<file path="config.mk">
export PLATFORM = sky130hd
export DESIGN_NAME = ram_access_ctrl
export DESIGN_NICKNAME = d
export VERILOG_FILES = /design/src/rtl/ram_access_ctrl_pkg.sv /design/src/rtl/mem_arb_prio.sv /design/src/rtl/ram_access_ctrl.sv
export SDC_FILE = /design/constraint.sdc
export NUM_CORES = 1
export LEC_CHECK = 0
export BUFFER_PORTS_ARGS = -buffer_cell sky130_fd_sc_hd__buf_2
export CAP_MARGIN = 20
export CORE_MARGIN = 1.5
export CORE_UTILIZATION = 35
export DETAILED_ROUTE_END_ITERATION = 8
export GPL_TIMING_DRIVEN = 0
export SYNTH_ARGS = -nofsm -noshare
export SYNTH_HDL_FRONTEND = slang
export SYNTH_SLANG_ARGS = --single-unit
</file>
<file path="constraint.sdc">
create_clock -name clk -period 1.7 [get_ports clk]
set_clock_uncertainty 0.2 [all_clocks]
set_input_delay 0.085 -clock clk [delete_from_list [all_inputs] [get_ports clk]]
set_output_delay 0.085 -clock clk [all_outputs]
set_load 0.03 [all_outputs]
</file>
<file path="src/rtl/ram_access_ctrl_pkg.sv">
// Shared definitions for the RAM access controller: default sizes,
// FSM state encoding and the requester grant encoding.
package ram_access_ctrl_pkg;

  localparam int ADDR_W_DEF     = 10;
  localparam int DATA_W_DEF     = 16;
  localparam int STARVE_MAX_DEF = 2;

  typedef enum logic [1:0] {
    ST_IDLE  = 2'd0,
    ST_ISSUE = 2'd1,
    ST_WAIT  = 2'd2,
    ST_DONE  = 2'd3
  } state_e;

  typedef enum logic {
    GNT_IF = 1'b0,
    GNT_LS = 1'b1
  } gnt_e;

  // Width of a counter that must hold values 0..max_val inclusive.
  function automatic int cnt_width(input int max_val);
    return (max_val < 1) ? 1 : $clog2(max_val + 1);
  endfunction

endpackage

</file>
<file path="src/rtl/mem_arb_prio.sv">
// Grant decision between instruction fetch and load/store, with a
// starvation counter that forces an IF grant after STARVE_MAX consecutive
// LS grants taken while IF was waiting.
module mem_arb_prio
  import ram_access_ctrl_pkg::*;
#(
  parameter int STARVE_MAX = STARVE_MAX_DEF
) (
  input  logic clk,
  input  logic rst_n,
  input  logic if_req,
  input  logic ls_req,
  input  logic grant_strobe,
  output logic gnt_ls,
  output logic gnt_if
);

  localparam int              CNT_W   = cnt_width(STARVE_MAX);
  localparam logic [CNT_W-1:0] CNT_MAX = CNT_W'(STARVE_MAX);

  logic [CNT_W-1:0] cnt_q, cnt_d;

  // LS has priority unless IF has already been passed over STARVE_MAX times.
  always_comb begin
    gnt_ls = ls_req && (!if_req || (cnt_q < CNT_MAX));
    gnt_if = if_req && !gnt_ls;
  end

  // Count LS grants that overtook a waiting IF; any other grant clears it.
  always_comb begin
    cnt_d = cnt_q;
    if (grant_strobe && (gnt_ls || gnt_if)) begin
      if (gnt_ls && if_req) begin
        cnt_d = (cnt_q == CNT_MAX) ? CNT_MAX : cnt_q + CNT_W'(1);
      end else begin
        cnt_d = '0;
      end
    end
  end

  // Starvation counter register.
  always_ff @(posedge clk or negedge rst_n) begin
    if (!rst_n) begin
      cnt_q <= '0;
    end else begin
      cnt_q <= cnt_d;
    end
  end

endmodule

</file>
<file path="src/rtl/ram_access_ctrl.sv">
// Single-port RAM access controller serving the instruction-fetch (read
// only) and load/store (read/write) requesters. One access at a time;
// every output comes straight from a register.
module ram_access_ctrl
  import ram_access_ctrl_pkg::*;
#(
  parameter int ADDR_W     = ADDR_W_DEF,
  parameter int DATA_W     = DATA_W_DEF,
  parameter int STARVE_MAX = STARVE_MAX_DEF
) (
  input  logic              clk,
  input  logic              rst_n,
  input  logic              if_req,
  input  logic [ADDR_W-1:0] if_addr,
  output logic [DATA_W-1:0] if_rdata,
  output logic              if_valid,
  input  logic              ls_req,
  input  logic              ls_we,
  input  logic [ADDR_W-1:0] ls_addr,
  input  logic [DATA_W-1:0] ls_wdata,
  output logic [DATA_W-1:0] ls_rdata,
  output logic              ls_valid,
  output logic              ram_read_en,
  output logic              ram_write_en,
  output logic [ADDR_W-1:0] ram_addr,
  output logic [DATA_W-1:0] ram_din,
  input  logic [DATA_W-1:0] ram_dout
);

  state_e            state_q, state_d;
  gnt_e              gnt_sel_q, gnt_sel_d;
  logic              we_q, we_d;
  logic              ram_read_en_q, ram_read_en_d;
  logic              ram_write_en_q, ram_write_en_d;
  logic [ADDR_W-1:0] ram_addr_q, ram_addr_d;
  logic [DATA_W-1:0] ram_din_q, ram_din_d;
  logic [DATA_W-1:0] if_rdata_q, if_rdata_d;
  logic [DATA_W-1:0] ls_rdata_q, ls_rdata_d;
  logic              if_valid_q, if_valid_d;
  logic              ls_valid_q, ls_valid_d;

  logic grant_strobe;
  logic gnt_ls, gnt_if;

  // Requests are only looked at while idle.
  assign grant_strobe = (state_q == ST_IDLE);

  mem_arb_prio #(
    .STARVE_MAX (STARVE_MAX)
  ) u_arb (
    .clk          (clk),
    .rst_n        (rst_n),
    .if_req       (if_req),
    .ls_req       (ls_req),
    .grant_strobe (grant_strobe),
    .gnt_ls       (gnt_ls),
    .gnt_if       (gnt_if)
  );

  // Next-state and next-output logic; enables and valids default low so each is a single-cycle pulse.
  always_comb begin
    state_d        = state_q;
    gnt_sel_d      = gnt_sel_q;
    we_d           = we_q;
    ram_read_en_d  = 1'b0;
    ram_write_en_d = 1'b0;
    ram_addr_d     = ram_addr_q;
    ram_din_d      = ram_din_q;
    if_rdata_d     = if_rdata_q;
    ls_rdata_d     = ls_rdata_q;
    if_valid_d     = 1'b0;
    ls_valid_d     = 1'b0;
    case (state_q)
      ST_IDLE: begin
        if (gnt_ls) begin
          gnt_sel_d      = GNT_LS;
          we_d           = ls_we;
          ram_addr_d     = ls_addr;
          ram_din_d      = ls_wdata;
          ram_write_en_d = ls_we;
          ram_read_en_d  = !ls_we;
          state_d        = ST_ISSUE;
        end else if (gnt_if) begin
          gnt_sel_d      = GNT_IF;
          we_d           = 1'b0;
          ram_addr_d     = if_addr;
          ram_read_en_d  = 1'b1;
          state_d        = ST_ISSUE;
        end
      end
      ST_ISSUE: begin
        if (we_q) begin
          ls_valid_d = 1'b1;
          state_d    = ST_DONE;
        end else begin
          state_d    = ST_WAIT;
        end
      end
      ST_WAIT: begin
        if (gnt_sel_q == GNT_LS) begin
          ls_rdata_d = ram_dout;
          ls_valid_d = 1'b1;
        end else begin
          if_rdata_d = ram_dout;
          if_valid_d = 1'b1;
        end
        state_d = ST_DONE;
      end
      ST_DONE: begin
        state_d = ST_IDLE;
      end
      default: begin
        state_d = ST_IDLE;
      end
    endcase
  end

  // FSM and output registers; reset aborts any access in flight.
  always_ff @(posedge clk or negedge rst_n) begin
    if (!rst_n) begin
      state_q        <= ST_IDLE;
      gnt_sel_q      <= GNT_IF;
      we_q           <= 1'b0;
      ram_read_en_q  <= 1'b0;
      ram_write_en_q <= 1'b0;
      ram_addr_q     <= '0;
      ram_din_q      <= '0;
      if_rdata_q     <= '0;
      ls_rdata_q     <= '0;
      if_valid_q     <= 1'b0;
      ls_valid_q     <= 1'b0;
    end else begin
      state_q        <= state_d;
      gnt_sel_q      <= gnt_sel_d;
      we_q           <= we_d;
      ram_read_en_q  <= ram_read_en_d;
      ram_write_en_q <= ram_write_en_d;
      ram_addr_q     <= ram_addr_d;
      ram_din_q      <= ram_din_d;
      if_rdata_q     <= if_rdata_d;
      ls_rdata_q     <= ls_rdata_d;
      if_valid_q     <= if_valid_d;
      ls_valid_q     <= ls_valid_d;
    end
  end

  assign ram_read_en  = ram_read_en_q;
  assign ram_write_en = ram_write_en_q;
  assign ram_addr     = ram_addr_q;
  assign ram_din      = ram_din_q;
  assign if_rdata     = if_rdata_q;
  assign if_valid     = if_valid_q;
  assign ls_rdata     = ls_rdata_q;
  assign ls_valid     = ls_valid_q;

endmodule

</file>
== After elaboration in Yosys (flattened, before gate mapping) ==
Cells that the tools add are included.

* Logic and storage cells: 56
* Input bits: 57
* Bits in registers: 68
* Output and inout bits: 62

* Bitwise gates (word level): 1
* $lt $le $gt $ge: 1
* Reductions and logical operators: 15
* Add/subtract/negate cells: 1
* Mux-type cells: 21
* Equality and inequality tests: 5

{| class="wikitable"
|+ Operators with widths
! operator !! number
|-
| $mux 10 || 2
|-
| $mux 1 || 13
|-
| $mux 2 || 4
|-
| $pmux 2 s4 || 1
|-
| $reduce_and 2->1 || 4
|-
| $eq 2x2->1 const B || 3
|-
| $logic_and 1x1->1 || 4
|-
| $logic_not 1->1 || 3
|-
| $ne 3x3->1 const B || 1
|-
| $add 2x1->2 const B || 1
|-
| $eq 2x1->1 const B || 1
|-
| $logic_not 2->1 || 1
|-
| $logic_or 1x1->1 || 2
|-
| $lt 2x2->1 const B || 1
|-
| $pmux 1 s2 || 1
|-
| $reduce_bool 2->1 || 1
|-
| $not 1->1 || 1
|}

== Longest topological paths before layout ==
* Word-level depth: 8
* Mapped depth: 6
* Mapped depth without buffers: 5

== Cells and area by module ==
From an unflattened synthesis, not the netlist that was laid out.

* Cell total of the unflattened synthesis: 174
* Area, all modules: 2829.0 µm²

{| class="wikitable"
|+ Modules (own cells, without submodules)
! module !! cells an instance !! area each (µm²) !! times used !! seq. area each (µm²)
|-
| ram_access_ctrl || 163 || 2711.4 || 1 || 1651.6
|-
| mem_arb_prio || 11 || 117.6 || 1 || 50.0
|}

== Worst setup path before layout ==
Ideal clock, no wire load.

* Path type: register to register
* From: register state_q[0]
* To: register if_rdata_q[10] (netlist: if_rdata[10])
* Required time: 1.375 ns
* Stages on the path, launching flop included: 7
* Buffers on the path: 2
* Setup time: 0.125 ns
* Data arrival time: 1.391 ns
* Slack: -0.016 ns
* Period minus slack after synthesis: 1.716 ns
* Cell sequence: dfrtp_1 inv_1 ha_1 nor2b_1 buf_2 buf_6 mux2_2

* Longest elaborated chain between the ends: 2

{| class="wikitable"
|+ RTL lines
! element !! line !! source
|-
| from (decl) || ram_access_ctrl.sv:30 || <nowiki>state_e state_q, state_d;</nowiki>
|-
| from (signal assigned) || ram_access_ctrl.sv:133 || <nowiki>state_q <= state_d;</nowiki>
|-
| $eq 2x2->1 || ram_access_ctrl.sv:73 || <nowiki>case (state_q)</nowiki>
|-
| $reduce_and 2->1 (no line) || -- ||
|-
| to (signal assigned) || ram_access_ctrl.sv:140 || <nowiki>if_rdata_q <= if_rdata_d;</nowiki>
|-
| to (decl) || ram_access_ctrl.sv:37 || <nowiki>logic [DATA_W-1:0] if_rdata_q, if_rdata_d;</nowiki>
|}

Every way passes these cells.
A chain may end at the register's enable or synchronous reset.

== Final worst setup path ==
* From: register state_q[1]
* To: register state_q[1]

* Longest elaborated chain between the ends: 2
* Elaborated cells on any way between the ends: 6
* Those cells by class: 4 x eq/ne; 1 x mux; 1 x reduce/logical

{| class="wikitable"
|+ RTL lines
! element !! line
|-
| $eq 2x2->1, or another cell as far along || ram_access_ctrl.sv:73
|-
| $pmux 2 s4 / $ne 3x3->1 (equally long branches) || --
|}

Several ways; a longest one is shown, not always the timed one.

==> reports/qor.yml <==
nFillCells: 609
totalWireLength_um: 6390
hold-worst-slack_ns: 0.200
rows: 31
core_area_mm2: 0.00733
die-area_mm2: 0.00823
drt-initial-drc-count: 51
cts_tree: "built"
r2r_slack_ns: -0.03
path_clk_slew_ns: 0.07
p_sw_share_pct: 40.2
first_pass_iters: 4
design_area_mm2: 0.00435
final.min_clock_period_ns: 1.73
finalSetupViolCount: 23
violations: "setup timing"
rsz0062_at_grt: "yes"
overflow: 0
initial_core_util_pct: 36.7
p_int_mw: 5.29
start_kind: "flip-flop"
drive_gt1_share_pct: 52.9
cts_buffer_depth: 2
hold_viol: 0
r2r-end: "state_q[1]$_DFFE_PN0P_"
synth_nets: 257
portBuffers: 118
hpwl_um: 3890
ys_seq_elements: 68
ys_warn_count: 0
clock_latency_ns: 0.33
cts_buffers: 9
reg2reg_from: "state_q[1]$_DFFE_PN0P_"
crit_fanout: 4
root_buffer: "clkbuf_8"
p_clk_share_pct: 19.3
hold_class: "input port to async pin"
total_switching_power_mw: 3.56
cp-end-kind: "flip-flop"
gp_routability_congestion: 0.703
p_total_mw: 8.85
post_drt_wl_per_cell_um: 13.0
power.density_mw_per_mm2: 2030
power_frac_seq_pct: 31.9
fmax_mhz: 577
async_flop_share_pct: 100
dr_total_vias: 2185
viasPerCell: 4.44
ant_nets: 0
place_ws_ns: -0.241
chipWidth_um: 90.7
grt_pass1_wl_um: 10600
cts_sinks: 68
cap_viol_max_count: 0
ios: 119
grt_pass1_vias: 2213
grt_max_degree: 69
drc_errors: 0
placed_area_mm2: 0.00341
antenna_found_initial: 0
worst_slack_ns: -0.0330
r2r_cells: 5
leakage_nw: 2.09
maxSlewHeadroom_pct: 43.7
die_h_um: 90.7
tightest_slew_ns: 0.845
syn_inst: 196
irDropWorstVdd_uv: 1050
status: "finished, violations left"
nets: 450
period_share_pct: 102
synth-main-ff-cell: "dfrtp_1"
area_delta_synth_final_pct: 61.6
synth.avg_cell_area_um2: 13.7
syn-cell-area_mm2: 0.00269
critical_path_arrival_ns: 1.75
cts_max_level: 3
crit_required_ns: 1.72
combinationalPowerShare_pct: 48.8
final_max_slew_viol_count: 0
grt_use_total_pct: 16.6
synth_edf_count: 0
yosysUniqueCellTypes: 27
utilization_pct: 59.4
yosysSeqAreaShare_pct: 63.2
antennaDiodeCount: 0
path_class: "flip-flop to flip-flop"
[worst max-delay path, stage by stage, from the launching register on]
cell and delay [ns]:
dfrtp_1 0.42, inv_2 0.10, ha_4 0.15, inv_1 0.06
or3_4 0.39, mux2_4 0.30
[cell type report]
class	count	area (um^2)	area share, %
sequential	68	1700	39.1
timing repair buffer	182	1220	28.1
multi-input combinational	114	948	21.8
clock inverter	6	136	3.13
clock buffer	9	124	2.85
tap	99	124	2.85
buffer	9	78.8	1.81
inverter	5	18.8	0.431
[sequential cells by signal, summed over array words and instances, names as in the netlist]
| register | count |
|---|---|
| if_valid | 1 |
| state_q | 2 |
| ls_valid | 1 |
| ram_write_en | 1 |
| ls_rdata | 16 |
| gnt_sel_q | 1 |
| ram_addr | 10 |
| ram_din | 16 |
| u_arb.cnt_q | 2 |
| we_q | 1 |
| ram_read_en | 1 |
| if_rdata | 16 |
[worst max-delay path by stage]
stage,slack [ns],end,startpoint
3_3_place_gp,-0.22,ram_din[9]$_DFFE_PN0P_,state_q[1]$_DFFE_PN0P_
6_report,-0.03,state_q[1]$_DFFE_PN0P_,state_q[1]$_DFFE_PN0P_
2_1_floorplan,0.003,state_q[1]$_DFFE_PN0P_,state_q[0]$_DFFE_PN0P_
5_1_grt,-0.10,ram_din[12]$_DFFE_PN0P_,state_q[1]$_DFFE_PN0P_
3_5_place_dp,-0.24,ram_din[2]$_DFFE_PN0P_,state_q[0]$_DFFE_PN0P_
4_1_cts,-0.02,ram_din[11]$_DFFE_PN0P_,state_q[1]$_DFFE_PN0P_
[cell families after synthesis]
group / count (synthesis) / share of synthesized area, %
adder cells (fa/ha/maj): 4 / 1.86
flip-flops: 68 / 63.2
multiplexers: 49 / 20.6
AND/OR/NAND/NOR: 28 / 4.41
AO/OA/AOI/OAI: 33 / 7.06
buffers and inverters: 14 / 2.88
[routing by layer]
metal	part of all wire [%]	track usage, %	vias to the layer above
met3	5.5	5.89	9
met1	44	21.0	1037
met5	0	0	-
met2	48	26.3	76
met4	1.5	5.95	0
li1	-	-	1063
[power by group through the flow]
stage	Clock [mW]	Sequential [mW]	Combinational, mW
2_1_floorplan	0	4.33	1.37
3_3_place_gp	0	2.82	3.96
3_5_place_dp	0	2.84	4.00
4_1_cts	1.78	2.82	4.31
5_1_grt	1.85	2.94	4.59
6_report	1.71	2.82	4.31
[through the flow]
step | cells | setup TNS [ns]
2_1_floorplan | 196 | 0
3_3_place_gp | 413 | -5.91
3_5_place_dp | 413 | -6.37
4_1_cts | 491 | -0.118
5_1_grt | 492 | -3.40
6_report | 492 | -0.298
[layout by cell type (no fill, tap or decap), types with 2 or more instances in the layout]
cell type,Yosys,routed
dlygate4sd3_1,0,56
nand2_2,1,2
dfrtp_1,68,68
ha_1,4,2
inv_1,5,3
buf_4,3,9
nand2_1,12,11
buf_2,5,120
bufinv_16,0,4
inv_2,0,2
mux2_2,48,48
nor2_1,10,10
buf_6,1,5
a21oi_1,23,22
clkbuf_8,0,9
[Yosys cell counts (3+ instances only)]
cell type | instances | share of area [%]
inv_1 | 5 | 0.70
ha_1 | 4 | 1.9
mux2_2 | 48 | 20
a21oi_1 | 23 | 4.3
buf_2 | 5 | 0.93
nand2_1 | 12 | 1.7
nor2_1 | 10 | 1.4
dfrtp_1 | 68 | 63
buf_4 | 3 | 0.84
[timing repair]
action	4_1_cts	5_1_grt
hold buffers	56	0
setup buffers	6	1
cloned	1	0
endpoints found under the setup margin	42	48
hold endpoints to repair	132	0
gates resized for setup	16	2
No activity file was read; power rests on OpenSTA's default activity.
